File: src/rtl/bp_pkg.sv
// Shared types and constants for the IF-stage branch predictor / BTB.
package bp_pkg;

  localparam int unsigned PC_W      = 12;
  localparam int unsigned MAX_TAG_W = 8;  // TAG_W for the smallest legal table (4 entries)

  typedef enum logic [1:0] {
    SNT = 2'b00,
    WNT = 2'b01,
    WT  = 2'b10,
    ST  = 2'b11
  } ctr_t;

  localparam ctr_t CTR_RESET = WNT;

  // Tag is stored zero-extended so one entry type serves every table size.
  typedef struct packed {
    logic                 valid;
    logic [MAX_TAG_W-1:0] tag;
    logic [PC_W-1:0]      target;
    ctr_t                 ctr;
  } btb_entry_t;

  function automatic int unsigned idxW(input int unsigned entries);
    return $clog2(entries);
  endfunction

  function automatic int unsigned tagW(input int unsigned entries);
    return (PC_W - 2) - $clog2(entries);
  endfunction

endpackage

File: src/rtl/branch_predictor_if.sv
// Fetch lookup and EX-stage resolution bus between the pipeline and the predictor.
interface branch_predictor_if;
  import bp_pkg::*;

  logic [PC_W-1:0] IF_PC;
  logic            PRED_TAKEN;
  logic [PC_W-1:0] PRED_TARGET;
  logic            BTB_HIT;
  logic            UPD_VALID;
  logic [PC_W-1:0] UPD_PC;
  logic            UPD_TAKEN;
  logic [PC_W-1:0] UPD_TARGET;

  modport master (
    output IF_PC, UPD_VALID, UPD_PC, UPD_TAKEN, UPD_TARGET,
    input  PRED_TAKEN, PRED_TARGET, BTB_HIT
  );

  modport slave (
    input  IF_PC, UPD_VALID, UPD_PC, UPD_TAKEN, UPD_TARGET,
    output PRED_TAKEN, PRED_TARGET, BTB_HIT
  );
endinterface

File: src/rtl/bp_sat_ctr2.sv
// 2-bit saturating counter next-state: count up on taken, down on not-taken.
module bp_sat_ctr2
  import bp_pkg::*;
(
  input  ctr_t ctr,
  input  logic taken,
  output ctr_t ctr_next
);

  always_comb begin
    ctr_next = ctr;
    unique case (ctr)
      SNT: ctr_next = taken ? WNT : SNT;
      WNT: ctr_next = taken ? WT  : SNT;
      WT:  ctr_next = taken ? ST  : WNT;
      ST:  ctr_next = taken ? ST  : WT;
      default: ctr_next = CTR_RESET;
    endcase
  end

endmodule

File: src/rtl/branch_predictor.sv
// Direct-mapped BTB with 2-bit counters: zero-latency lookup on IF_PC,
// trained by resolved branches from EX. Lookups see pre-update contents.
module branch_predictor
  import bp_pkg::*;
#(
  parameter int unsigned ENTRIES = 16
) (
  input logic              CLK,
  input logic              RSTn,
  branch_predictor_if.slave bus
);

  localparam int unsigned IDX_W = idxW(ENTRIES);
  localparam int unsigned TAG_W = tagW(ENTRIES);
  localparam int unsigned TAG_LO = 2 + IDX_W;

  btb_entry_t btb [ENTRIES];

  logic [IDX_W-1:0]     lkIdx;
  logic [MAX_TAG_W-1:0] lkTag;
  btb_entry_t           lkEntry;
  logic                 lkHit;
  logic                 lkTaken;
  logic [PC_W-1:0]      lkTarget;

  logic [IDX_W-1:0]     updIdx;
  logic [MAX_TAG_W-1:0] updTag;
  btb_entry_t           updEntry;
  logic                 updHit;
  ctr_t                 ctrNext;

  logic unusedBits;
  assign unusedBits = ^{bus.IF_PC[1:0], bus.UPD_PC[1:0]};

  // Lookup path
  always_comb begin
    lkIdx    = bus.IF_PC[TAG_LO-1:2];
    lkTag    = MAX_TAG_W'(bus.IF_PC[PC_W-1:TAG_LO]);
    lkEntry  = btb[lkIdx];
    lkHit    = lkEntry.valid && (lkEntry.tag == lkTag);
    lkTaken  = lkHit && lkEntry.ctr[1];
    lkTarget = lkTaken ? lkEntry.target : PC_W'(bus.IF_PC + PC_W'(4));
  end

  assign bus.BTB_HIT     = lkHit;
  assign bus.PRED_TAKEN  = lkTaken;
  assign bus.PRED_TARGET = lkTarget;

  // Update path
  always_comb begin
    updIdx   = bus.UPD_PC[TAG_LO-1:2];
    updTag   = MAX_TAG_W'(bus.UPD_PC[PC_W-1:TAG_LO]);
    updEntry = btb[updIdx];
    updHit   = updEntry.valid && (updEntry.tag == updTag);
  end

  bp_sat_ctr2 u_sat_ctr (
    .ctr      (updEntry.ctr),
    .taken    (bus.UPD_TAKEN),
    .ctr_next (ctrNext)
  );

  always_ff @(posedge CLK or negedge RSTn) begin
    if (!RSTn) begin
      for (int i = 0; i < int'(ENTRIES); i++) begin
        btb[i].valid  <= 1'b0;
        btb[i].tag    <= '0;
        btb[i].target <= '0;
        btb[i].ctr    <= CTR_RESET;
      end
    end else if (bus.UPD_VALID) begin
      if (updHit) begin
        btb[updIdx].ctr <= ctrNext;
        if (bus.UPD_TAKEN) btb[updIdx].target <= bus.UPD_TARGET;
      end else if (bus.UPD_TAKEN) begin
        // Miss-taken evicts whatever occupies the slot
        btb[updIdx].valid  <= 1'b1;
        btb[updIdx].tag    <= updTag;
        btb[updIdx].target <= bus.UPD_TARGET;
        btb[updIdx].ctr    <= WT;
      end
    end
  end

  if (TAG_W > MAX_TAG_W || ENTRIES < 4 || ENTRIES > 256) begin : gBadParam
    $error("branch_predictor: ENTRIES out of range");
  end

endmodule

File: src/flat_wrapper.sv
// flat-port wrapper written by rule: the top's interface ports become plain ports
module branch_predictor_flat import bp_pkg::*;
#(
  parameter int unsigned ENTRIES = 16
)
  (CLK, RSTn, bus_IF_PC, bus_UPD_VALID, bus_UPD_PC, bus_UPD_TAKEN, bus_UPD_TARGET, bus_PRED_TAKEN, bus_PRED_TARGET, bus_BTB_HIT);
  branch_predictor_if bus_i ();
  input logic CLK;
  input logic RSTn;
  input wire logic [$bits(bus_i.IF_PC)-1:0] bus_IF_PC;
  input wire logic [$bits(bus_i.UPD_VALID)-1:0] bus_UPD_VALID;
  input wire logic [$bits(bus_i.UPD_PC)-1:0] bus_UPD_PC;
  input wire logic [$bits(bus_i.UPD_TAKEN)-1:0] bus_UPD_TAKEN;
  input wire logic [$bits(bus_i.UPD_TARGET)-1:0] bus_UPD_TARGET;
  output wire logic [$bits(bus_i.PRED_TAKEN)-1:0] bus_PRED_TAKEN;
  output wire logic [$bits(bus_i.PRED_TARGET)-1:0] bus_PRED_TARGET;
  output wire logic [$bits(bus_i.BTB_HIT)-1:0] bus_BTB_HIT;
  assign bus_i.IF_PC = bus_IF_PC;
  assign bus_i.UPD_VALID = bus_UPD_VALID;
  assign bus_i.UPD_PC = bus_UPD_PC;
  assign bus_i.UPD_TAKEN = bus_UPD_TAKEN;
  assign bus_i.UPD_TARGET = bus_UPD_TARGET;
  assign bus_PRED_TAKEN = bus_i.PRED_TAKEN;
  assign bus_PRED_TARGET = bus_i.PRED_TARGET;
  assign bus_BTB_HIT = bus_i.BTB_HIT;
  branch_predictor #(.ENTRIES(ENTRIES)) u_core (.CLK(CLK), .RSTn(RSTn), .bus(bus_i));
endmodule
File: config.mk
export PLATFORM = sky130hd
export DESIGN_NAME = branch_predictor_flat
export DESIGN_NICKNAME = d
export VERILOG_FILES = /design/src/rtl/bp_pkg.sv /design/src/rtl/branch_predictor_if.sv /design/src/rtl/bp_sat_ctr2.sv /design/src/rtl/branch_predictor.sv /design/src/flat_wrapper.sv
export SDC_FILE = /design/constraint.sdc
export NUM_CORES = 1
export LEC_CHECK = 0
export BUFFER_PORTS_ARGS = -buffer_cell sky130_fd_sc_hd__clkbuf_2
export CAP_MARGIN = 20
export CORE_MARGIN = 2
export CORE_UTILIZATION = 30
export DETAILED_ROUTE_END_ITERATION = 16
export GPL_ROUTABILITY_DRIVEN = 0
export PLACE_DENSITY = 0.5
export SLEW_MARGIN = 20
export SYNTH_ARGS = -nofsm -noshare
export SYNTH_HDL_FRONTEND = slang
export SYNTH_SLANG_ARGS = --single-unit
File: constraint.sdc
create_clock -name CLK -period 4.7 [get_ports CLK]
set_input_delay 0.47 -clock CLK [delete_from_list [all_inputs] [get_ports CLK]]
set_output_delay 0.47 -clock CLK [all_outputs]
set_load 0.01 [all_outputs]
==> impl_results.md <==
- Status: finished clean
- Residual DRC: 0
- PD cells: 428.2 nW/um^2
- Max H-tree Level: 2
- Slew @ Worst Pin: 0.9012 ns
- Largest net degree at the start of global routing: 137
- Routed wire length: 47970 um
- Total GRT Usage: 0.1647
- Root buf cell: clkbuf_16
- Setup Crit Path Kind: reg -> out
- Syn. warnings: 0
- Final non-filler cell area: between 15000 and 20000 sq um
- Worst EP arrival: 3.59 ns
- Worst vdd rail ir drop: approximately 0.28 mV
- CTS Sinks: 336
- Comb pwr share: 0.181
- Global-route wire length before repair: about 73000 um
- Reg2reg start: u_core.btb[87]
- Core Footprint: 57370 sq um
- Final critical-path required period: 4.059 ns
- PortBufs: 51
- Ys async rst share: 1.000
- Fin nets: 1240
- Mapped Cells: 1165
- Multi-input gate area: 8429 sq um
- Min-delay src: bus_UPD_VALID
- Max Transition Viols Final: 0
- Hold Fails Final Rpt: 0
- Startpoint types: flop
- Worst Path Required: around 4.2 ns
- Vias/cell: ~5.1
- Row count: just under 90
- CTS resizes: 0
- Hold Path Depth: 4
- Die area: 59680 sq um
- Clock share of power: 0.377
- Total Power: 8.500 mW
- Worst Path Max Fanout: 13
- Ys flop type: dfrtp_1
- Worst-path clk slew: 0.06 ns
- Routed len/inst: approximately 24 um
- Hold Path Class: in -> reg
- Setup_tns: 0 ns
- Max-Cap Viols: 0
- Yosys reg bits: 336
- 1st-iter DRT viols: 567
- CTS Buf Count: 41
- Worst setup margin: 0.6412 ns
- Max FFs per register: 336
- Fillers: 5552
- R2r setup slk: around 1.1 ns
- DP Wirelength: 29600 um
- Vias: 10220
- Setup violators final: 0
- Cell Area, Placed: 18460 sq um
- Seq/Total Area, Yosys: 0.4865
- Worst Hold End: u_core.btb[23]
- Net Switching: 2.260 mW
- Synthesis-to-layout area growth: 14.59%
- Most flops, register: u_core.btb
- Clock Latency Late Sink: 0.58 ns
- Die width: 244.3 um
- Post-synth EDFFs: 0
- Synthesized net count: 1206
- Leakage: ~8.3 nW
- DRT Pass-1 Iters: 4
- Fraction of layout instances using a drive strength above 1: 0.5199
- Starting Density: 0.3020
- Fin crit share: 0.8636
- Vias in the first global route: 10900
- Max-slew headroom: 0.3942
- Hold WS: 0.3417 ns
- Die height: 244.3 um
- Top flop regs: u_core.btb x336
- Ports: 54
- CTS tree: built
- Flip-flop and latch area: roughly 8400 sq um
- Cell Int Power: 6.240 mW
- Flop pwr share: 0.442
- Synthesized area: about 17000 sq um
- Initial antenna violation count: 2
- Worst Reg-to-Reg Cells: 7
- CP Capture Type: primary output
- RSZ-0062 raised after global routing: false
- Clock Skews: 0.02045 ns
- Post-synth cell types: 50
- Pre-CTS setup slack: 0.4898 ns
- FMAX: 246.4 MHz
- Switching share of power: 0.2659
- Post-route ant nets: 0
- Worst r2r dst: u_core.btb[245]
- Maximum buffer depth of the clock tree: 3
- Post-Syn Area per Cell: 14.87 sq um
- Post-CTS Setup Bufs: 0
- Remaining Overflow, GRT: 0
-- metal layers --
layer,global-route usage,share of wire,vias to the layer above
li1,-,-,4462
met1,0.2309,0.45,5476
met2,0.2650,0.48,211
met3,0.02700,0.054,75
met4,0.04340,0.022,0
met5,0,0,-
-- layout make-up --
class                   instances  area share
multi-input cells             722      0.4246
diodes                          1   0.0001261
inverters                       6    0.001135
repair buffers                 92     0.03177
well taps                     765     0.04822
clock buffers                  61     0.06051
clock inverters                14    0.009076
flip-flops and latches        336      0.4246
-- how the worst max path moves through the flow --
stage	from	endpoint	slack (ns)	depth (start not counted)
2_1_floorplan	bus_IF_PC[2]	bus_PRED_TARGET[0]	1.18	8
3_3_place_gp	bus_UPD_PC[2]	u_core.btb[247]	0.50	8
3_5_place_dp	bus_UPD_PC[2]	u_core.btb[244]	0.49	8
4_1_cts	bus_IF_PC[2]	bus_PRED_TARGET[10]	0.64	11
5_1_grt	bus_IF_PC[2]	bus_PRED_TARGET[10]	0.50	11
6_report	u_core.btb[249]	bus_PRED_TARGET[10]	0.64	9
-- synthesized netlist by cell type, types with 3 or more instances --
library cell / instances / area (sq um)
a211oi_1: 4 / 30.03
a21o_1: 4 / 30.03
a21oi_1: 7 / 35.03
a22o_1: 3 / 26.28
and2_1: 3 / 18.77
and3_1: 4 / 25.02
buf_1: 11 / 41.29
buf_2: 32 / 160.2
buf_4: 4 / 30.03
buf_6: 4 / 45.04
clkbuf_1: 49 / 183.9
dfrtp_1: 320 / 8008
dfstp_2: 16 / 420.4
inv_1: 6 / 22.52
mux2_1: 3 / 33.78
mux2_2: 290 / 3266
mux2_4: 12 / 180.2
mux2i_1: 50 / 500.5
mux4_2: 124 / 2793
nand2_1: 35 / 131.4
nand2b_1: 22 / 137.6
nand3_1: 13 / 65.06
nand4_1: 3 / 18.77
nor2_1: 35 / 131.4
nor2b_1: 4 / 25.02
nor3_1: 10 / 50.05
nor3_2: 9 / 90.09
nor4_4: 3 / 63.81
nor4b_1: 3 / 26.28
o211ai_1: 4 / 30.03
o21ai_0: 11 / 55.05
o21ai_4: 10 / 162.7
o22ai_1: 8 / 50.05
or4_1: 5 / 37.54
xnor2_1: 16 / 140.1
xor2_1: 8 / 70.07
-- layout by cell type, fill, tap and decap left out, types with 7 or more instances in the layout --
cell type / instances
xor2_1: 8
dfrtp_1: 320
clkbuf_1: 10
nor3_1: 10
clkbuf_8: 10
o21ai_4: 10
o21ai_0: 11
o22ai_1: 8
buf_4: 38
mux2_4: 12
xnor2_1: 16
nand2_1: 35
clkbuf_2: 48
dfstp_2: 16
nand2b_1: 22
nand3_1: 12
mux2i_1: 50
clkbuf_16: 41
a21oi_1: 7
mux4_2: 124
mux2_2: 290
nor2_1: 23
nor3_2: 9
nor2_2: 12
-- kinds of logic after synthesis --
logic type | count (synthesis) | share of synthesized area
xor+xnor | 24 | 0.01213
mux | 479 | 0.3909
fa+ha+maj | 3 | 0.001878
simple gates | 156 | 0.05063
buf+inv | 107 | 0.02903
compound gates | 60 | 0.02889
flops | 336 | 0.4865
-- worst max-delay path: stages (launching register included) --
cell and delay [ns]:
dfrtp_1 0.39, mux4_2 0.48, o22ai_1 0.24, nor3_1 0.08, nor4b_1 0.53, o2111ai_1 0.28
nand2b_1 0.25, buf_4 0.25, mux2_2 0.36, clkbuf_2 0.15
-- stage by stage --
step / instances / utilization
after floorplan: 1165 / -
after global placement: 1920 / 0.3218
after detailed placement: 1920 / 0.3218
after CTS: 1996 / 0.3460
after global routing: 1996 / 0.3460
final: 1997 / 0.3461
-- power groups by stage --
stage,logic (mW),registers (mW),clock network (mW)
after global placement,1.53,3.78,0
after CTS,1.57,3.75,3.29
after global routing,1.67,3.83,3.42
after floorplan,1.23,3.68,0
after detailed placement,1.56,3.80,0
final,1.54,3.76,3.20
-- what timing repair did --
item                       CTS  global route
hold endpoints to repair    81             0
setup endpoints to repair    0             0
hold buffers                 1             0
Power figures use the tool's default switching activity.
